$ cat config.mk
export PLATFORM = sky130hd
export DESIGN_NAME = aes_core_arbiter
export DESIGN_NICKNAME = d
export VERILOG_FILES = /design/src/rtl/aes_arb_pkg.sv /design/src/rtl/aes_arb_watchdog.sv /design/src/rtl/aes_core_arbiter.sv
export SDC_FILE = /design/constraint.sdc
export NUM_CORES = 1
export LEC_CHECK = 0
export BUFFER_PORTS_ARGS = -buffer_cell sky130_fd_sc_hd__buf_2
export CELL_PAD_IN_SITES_DETAIL_PLACEMENT = 0
export CELL_PAD_IN_SITES_GLOBAL_PLACEMENT = 1
export CORE_MARGIN = 2
export CORE_UTILIZATION = 45
export DETAILED_ROUTE_END_ITERATION = 10
export HOLD_SLACK_MARGIN = 0.12
export PLACE_DENSITY = 0.77
export SLEW_MARGIN = 20
export SYNTH_ARGS = -nofsm -noshare
export SYNTH_HDL_FRONTEND = slang
export SYNTH_HIERARCHICAL = 1
export SYNTH_SLANG_ARGS = --single-unit
$ cat constraint.sdc
create_clock -name clk -period 2.7 [get_ports clk]
set_input_delay 0.135 -clock clk [delete_from_list [all_inputs] [get_ports clk]]
set_output_delay 0.135 -clock clk [all_outputs]
set_load 0.1 [all_outputs]
$ cat src/rtl/aes_arb_pkg.sv
// ---------------------------------------------------------------------------
// aes_arb_pkg
// Shared definitions for the two-requester AES core arbiter.
//   arb_state_e : arbiter sequencing states (IDLE/START/BUSY/RELEASE)
//   OWNER_A/B   : encoding of the requester that owns the core, also used
//                 directly as the operand-mux select value
//   pick_owner  : tie-break rule applied when the core is free
// ---------------------------------------------------------------------------
package aes_arb_pkg;

  typedef enum logic [1:0] {
    IDLE    = 2'b00,
    START   = 2'b01,
    BUSY    = 2'b10,
    RELEASE = 2'b11
  } arb_state_e;

  localparam logic OWNER_A = 1'b0;
  localparam logic OWNER_B = 1'b1;

  // A lone requester always wins. When both are asking, the one that was not
  // served most recently wins, so neither side can starve the other.
  function automatic logic pick_owner(input logic reqA,
                                      input logic reqB,
                                      input logic lastOwner);
    logic owner;
    owner = OWNER_A;
    if (reqA && reqB) begin
      owner = ~lastOwner;
    end else if (reqB) begin
      owner = OWNER_B;
    end
    return owner;
  endfunction

endpackage

$ cat src/rtl/aes_arb_watchdog.sv
// ---------------------------------------------------------------------------
// aes_arb_watchdog
// Counts cycles spent waiting on the AES core and flags when the wait limit
// has been reached.
//   clk    : system clock, rising edge
//   rst    : asynchronous, active-high reset (count returns to 0)
//   clr    : synchronous clear, has priority over en
//   en     : advance the count by one this cycle
//   expire : high while the count equals TIMEOUT-1
// ---------------------------------------------------------------------------
module aes_arb_watchdog #(
  parameter  int TIMEOUT = 32,
  localparam int CNT_W   = $clog2(TIMEOUT)
) (
  input  logic clk,
  input  logic rst,
  input  logic clr,
  input  logic en,
  output logic expire
);

  logic [CNT_W-1:0] r_count;

  // Free-running wait counter. The arbiter leaves BUSY as soon as expire is
  // seen, so the count never needs to saturate.
  always_ff @(posedge clk or posedge rst) begin
    if (rst) begin
      r_count <= '0;
    end else if (clr) begin
      r_count <= '0;
    end else if (en) begin
      r_count <= r_count + CNT_W'(1);
    end
  end

  assign expire = (r_count == CNT_W'(TIMEOUT - 1));

endmodule

$ cat src/rtl/aes_core_arbiter.sv
// ---------------------------------------------------------------------------
// aes_core_arbiter
// Shares a single AES core between requesters A and B. The winner is granted,
// the core gets a one-cycle start pulse, the arbiter waits for core_done (or
// a watchdog expiry), pulses completion to the owner, then inserts one dead
// cycle before the next grant.
//   clk, rst        : clock (rising edge) and asynchronous active-high reset
//   req_a, req_b    : level requests, held until the matching done pulse
//   core_done       : single-cycle completion pulse from the AES core
//   gnt_a, gnt_b    : ownership flags, never both high
//   core_sel        : operand mux select (0 = A, 1 = B), held between grants
//   core_start      : single-cycle start pulse to the core
//   done_a, done_b  : single-cycle completion pulses to the owner
//   timeout_err     : single-cycle pulse when the watchdog aborts a wait
//   last_owner      : requester served most recently (0 = A, 1 = B)
// ---------------------------------------------------------------------------
module aes_core_arbiter
  import aes_arb_pkg::*;
#(
  parameter int TIMEOUT = 32
) (
  input  logic clk,
  input  logic rst,
  input  logic req_a,
  input  logic req_b,
  input  logic core_done,
  output logic gnt_a,
  output logic gnt_b,
  output logic core_sel,
  output logic core_start,
  output logic done_a,
  output logic done_b,
  output logic timeout_err,
  output logic last_owner
);

  arb_state_e r_state;
  logic       r_owner;
  logic       r_lastOwner;
  logic       r_gntA;
  logic       r_gntB;
  logic       r_coreStart;
  logic       r_doneA;
  logic       r_doneB;
  logic       r_timeoutErr;

  logic       w_nextOwner;
  logic       w_wdClr;
  logic       w_wdEn;
  logic       w_expire;

  assign w_nextOwner = pick_owner(req_a, req_b, r_lastOwner);

  // The wait count restarts while the start pulse is being issued, so it
  // reads 0 on the first BUSY cycle and reaches TIMEOUT-1 on the last one.
  assign w_wdClr = (r_state == START);
  assign w_wdEn  = (r_state == BUSY);

  aes_arb_watchdog #(
    .TIMEOUT (TIMEOUT)
  ) u_watchdog (
    .clk    (clk),
    .rst    (rst),
    .clr    (w_wdClr),
    .en     (w_wdEn),
    .expire (w_expire)
  );

  // Sequencing FSM with every output registered. Pulse outputs default low
  // each cycle and are raised only on the transition that owns them.
  // core_done wins over a coincident watchdog expiry, and last_owner is
  // updated on either kind of finish so alternation stays fair after an
  // aborted operation.
  always_ff @(posedge clk or posedge rst) begin
    if (rst) begin
      r_state      <= IDLE;
      r_owner      <= OWNER_A;
      r_lastOwner  <= OWNER_B;
      r_gntA       <= 1'b0;
      r_gntB       <= 1'b0;
      r_coreStart  <= 1'b0;
      r_doneA      <= 1'b0;
      r_doneB      <= 1'b0;
      r_timeoutErr <= 1'b0;
    end else begin
      r_coreStart  <= 1'b0;
      r_doneA      <= 1'b0;
      r_doneB      <= 1'b0;
      r_timeoutErr <= 1'b0;
      case (r_state)
        IDLE: begin
          if (req_a || req_b) begin
            r_owner <= w_nextOwner;
            r_gntA  <= (w_nextOwner == OWNER_A);
            r_gntB  <= (w_nextOwner == OWNER_B);
            r_state <= START;
          end
        end
        START: begin
          r_coreStart <= 1'b1;
          r_state     <= BUSY;
        end
        BUSY: begin
          if (core_done || w_expire) begin
            r_gntA       <= 1'b0;
            r_gntB       <= 1'b0;
            r_lastOwner  <= r_owner;
            r_doneA      <= core_done && (r_owner == OWNER_A);
            r_doneB      <= core_done && (r_owner == OWNER_B);
            r_timeoutErr <= ~core_done;
            r_state      <= RELEASE;
          end
        end
        RELEASE: begin
          r_state <= IDLE;
        end
        default: begin
          r_state <= IDLE;
        end
      endcase
    end
  end

  assign gnt_a       = r_gntA;
  assign gnt_b       = r_gntB;
  assign core_sel    = r_owner;
  assign core_start  = r_coreStart;
  assign done_a      = r_doneA;
  assign done_b      = r_doneB;
  assign timeout_err = r_timeoutErr;
  assign last_owner  = r_lastOwner;

endmodule

After elaboration in Yosys (flattened, before gate mapping)
Cells that the tools add are included.
{ "word_totals": {"regBits": 15, "in_bits": 5, "word_cells": 52} }
{ "op_classes": {"add_sub_neg": 1, "n_eq_ne": 6, "n_mux": 19, "bitwise": 4, "n_reduce_logical": 12} }
{ "op_table": {"columns": ["cell", "n"], "rows": [
  ["$mux W1", 12],
  ["$mux W5", 2],
  ["$pmux W2 S4", 1],
  ["$reduce_and A2 Y1", 3],
  ["$add A5 B1 Y5 const B", 1],
  ["$eq A5 B5 Y1 const B", 1],
  ["$eq A2 B2 Y1 const B", 2],
  ["$mux W2", 2],
  ["$ne A2 B2 Y1 const B", 2],
  ["$not A1 Y1", 4],
  ["$pmux W1 S2", 2],
  ["$reduce_bool A2 Y1", 2],
  ["$logic_and A1 B1 Y1", 3],
  ["$reduce_and A3 Y1", 1],
  ["$eq A2 B1 Y1 const B", 1],
  ["$logic_not A2 Y1", 1],
  ["$logic_or A1 B1 Y1", 2]
]} }

Longest topological paths before layout
{ "logic_depth": {"word_depth": 5, "depth_mapped": 6, "mapped_depth_nobuf": 6} }

Hierarchy
Netlist, hierarchy kept.
{ "by_module_without_submodules": {"columns": ["mod", "n_inst", "cells_per_inst", "area_per_inst_um2", "seq_area_each_um2"], "rows": [
  ["aes_core_arbiter", 1, 41, 493.0, 251.5],
  ["aes_arb_watchdog", 1, 23, 281.5, 125.1]
]} }

Least setup slack after synthesis
OpenSTA, ideal clock, no wires.
{ "synth_path": {"path_kind": "register to register", "startpoint": "register u_watchdog.r_count[0]", "endpoint": "register r_gntB, in the netlist gnt_b", "setup_time_ns": 0.128, "arrival_time_ns": 1.580, "slack_ns": 0.992, "path_stages_with_launch": 7, "period_less_slack_ns": 1.708, "path_cell_list": "dfrtp_1 > ha_1 > and3_1 > ha_1 > nor2_1 > a211oi_2 > mux2_1"} }
{ "synth_between": {"elab_chain_cells": 4} }
{ "synth_lines": {"columns": ["item", "line", "text"], "rows": [
  ["from (decl)", "aes_arb_watchdog.sv:22", "logic [CNT_W-1:0] r_count;"],
  ["from (signal assigned)", "aes_arb_watchdog.sv:32", "r_count <= r_count + CNT_W'(1);"],
  ["$eq A5 B5 Y1", "aes_arb_watchdog.sv:36", "assign expire = (r_count == CNT_W'(TIMEOUT - 1));"],
  ["net w_expire", "aes_core_arbiter.sv:50", "logic w_expire;"],
  ["$logic_or A1 B1 Y1", "aes_core_arbiter.sv:104", "if (core_done || w_expire) begin"],
  ["$ne A2 B2 Y1 (no source line)", null, null],
  ["$reduce_and A3 Y1 (no source line)", null, null],
  ["to (signal assigned)", "aes_core_arbiter.sv:95", "r_gntB <= (w_nextOwner == OWNER_B);"],
  ["to (decl)", "aes_core_arbiter.sv:41", "logic r_gntB;"]
]} }
The timed path passes the listed nets, and every way through them passes these cells.
A chain may end at the register's enable or synchronous reset.

Worst setup path after layout
Same ends and word-level chain as after synthesis.

==> impl_metrics.tcl <==
set metrics [dict create \
    outcome "complete, no violations" \
    max_clock_freq_ghz 0.5472 \
    clk_path_buf_depth 2 \
    synth_most_common_cell "dfrtp_1" \
    rows 14 \
    synth-edff-count 0 \
    crit_arrival_ns 2.00 \
    grt_max_degree 12 \
    regArea_um2 376.6 \
    synth.yosys.seq_area_share_pct 48.63 \
    clock_latency_ns 0.29 \
    ff2ff_path_depth 6 \
    num_antenna_cells 0 \
    synthArstFlopShare_pct 100.0 \
    worst_pin_slew_ns 0.5373 \
    wl_per_cell_um 12.14 \
    synth_nets 76 \
    dp_cells 91 \
    dieWidth_um 45.49 \
    area_growth_pct 15.35 \
    dieHeight_um 45.49 \
    multi_input_area_um2 364.1 \
    yosys_most_used_dff "dfrtp_1" \
    cts_setup_buffers 0 \
    dieArea_um2 2069 \
    timing.rr.end "gnt_b" \
    routed_via_density 5.103 \
    grt_pass1_vias 500 \
    synth.top_cell.area_share_pct 45.23 \
    path_class "reg2reg" \
    io_pins 13 \
    syn_inst 64 \
    vias 495 \
    gp_congestion 0.7603 \
    crit_fanout 3 \
    route.detailed.drc 0 \
    end_kind "flop" \
    io_buffers 12 \
    timing.final.crit_period_ns 1.827 \
    min_to "gnt_a" \
    synth_common_cells "dfrtp_1 (14), nor2_1 (9), ha_1 (7)" \
    reg2reg_slack_ns 0.87 \
    ys_seq_elements 15 \
    rsz0062_at_grt "no" \
    period_share_pct 67.68 \
    nNetsFinal 94 \
    root_buffer "clkbuf_4" \
    slew_violations 0 \
    cts.repair.resized 0 \
    setup_viol 0 \
    hpwl_um 890.5 \
    tritoncts "done" \
    nFillCells 133 \
    initial_utilization_pct 49.68 \
    netlist_area_um2 774.5 \
    setup_tns_ns 0 \
    stdcell_count 97 \
    hold-path-cell-count 3 \
    cts_max_level 1 \
    synth.area.top_cells "dfrtp_1 (45%), ha_1 (11%), nor2_1 (4.4%)" \
    grt_overflow 0 \
    drive_gt1_share_pct 29.63 \
    grt_use_total_pct 14.56 \
    grt_pass1_wl_um 2090 \
    first_pass_iters 4 \
    cap_violations 0 \
    core_um2 1559 \
    start_kind "flop" \
    hold_path.class "in2reg" \
    min_from "req_a" \
    hold_violations 0 \
    crit_required_ns 2.88 \
    clkTransAtPathRegs_ns 0.10 \
    synth_warnings 6 \
    drt-initial-drc-count 3 \
    finClkSkew_ns 0.01025 \
    antenna_found_initial 0 \
    reg2reg_from "u_watchdog/r_count[0]" \
    syn_avg_cell_area_um2 12.10 \
    ant_nets 0 \
    slew_headroom_pct 64.18 \
    cts.sinks 15 \
    yosysTopAreaCell "dfrtp_1" \
    wirelength_um 1178 \
    yosysUniqueCellTypes 26 \
    numCtsBuffers 3 \
]
## per-layer routing
metal	part of all wire (%)	GRT usage (%)	wire, um	vias to the layer above
li1	-	-	-	249
met1	50	20.15	593	236
met2	47	21.97	550	10
met3	2.9	3.571	34	0
met4	0	5.294	0	0
met5	0	0	0	-
## cell type report
cell class,instances,share of cell area [%]
Clock inverter,1,0.8403
Sequential cell,15,42.16
Timing Repair Buffer,14,8.964
Clock buffer,3,2.521
Inverter,6,2.521
Tap cell,16,2.241
Multi-Input combinational cell,42,40.76
## worst max-delay path by stage
stage | from | slack [ns] | cells past startpoint | to
6_report | u_watchdog/r_count[0] | 0.87 | 6 | gnt_b
5_1_grt | u_watchdog/r_count[0] | 0.78 | 6 | gnt_b
2_1_floorplan | u_watchdog/r_count[0] | 0.99 | 6 | gnt_b
3_3_place_gp | u_watchdog/r_count[0] | 0.95 | 6 | r_state[1]
3_5_place_dp | u_watchdog/r_count[0] | 0.87 | 6 | gnt_b
4_1_cts | u_watchdog/r_count[0] | 0.87 | 6 | gnt_b
## registers in the layout, indices dropped and copies added, names as in the netlist
name / cells
core_sel: 1
r_state: 2
done_b: 1
done_a: 1
gnt_a: 1
timeout_err: 1
u_watchdog/r_count: 5
last_owner: 1
gnt_b: 1
core_start: 1
## layout by cell type (no fill, tap or decap), types with 2 or more instances in the layout
cell type	count
buf_2	12
inv_1	6
mux2i_1	3
nor2_1	9
mux2_1	2
nand2_1	2
dfrtp_1	14
clkbuf_4	3
and3_1	2
ha_1	7
mux2_4	2
dlygate4sd3_1	2
## cell families after synthesis
family / after synthesis / share of synthesized area [%]
xor+xnor: 1 / 1.131
flops: 15 / 48.63
compound gates: 9 / 9.047
fa+ha+maj: 7 / 11.31
mux: 7 / 10.66
buf+inv: 7 / 4.362
simple gates: 18 / 14.86
## through the flow
step | area [um2] | hold slack (ns) | setup WS (ns) | utilization, %
after floorplan | 774.5 | -0.08648 | 0.9918 | -
after global placement | 843.3 | 0.05308 | 0.9481 | 54.09
after detailed placement | 843.3 | 0.05251 | 0.8747 | 54.09
after CTS | 893.4 | 0.2068 | 0.8716 | 57.30
after global routing | 893.4 | 0.2348 | 0.7812 | 57.30
final | 893.4 | 0.2033 | 0.8727 | 57.30
## critical path, cell delays in order, from the launching register on
cell and delay [ns]:
dfrtp_1 0.44, ha_1 0.25, and3_1 0.17, ha_1 0.20, nor2_1 0.23, a211oi_2 0.12
mux2_1 0.32
## timing repair
action / 4_1_cts / 5_1_grt
endpoints found under the hold margin: 17 / 0
hold buffers: 2 / 0
endpoints found under the setup margin: 0 / 0
Power is not shown: default switching activity piles up to over one toggle a cycle in this logic, so the estimate is an artifact.
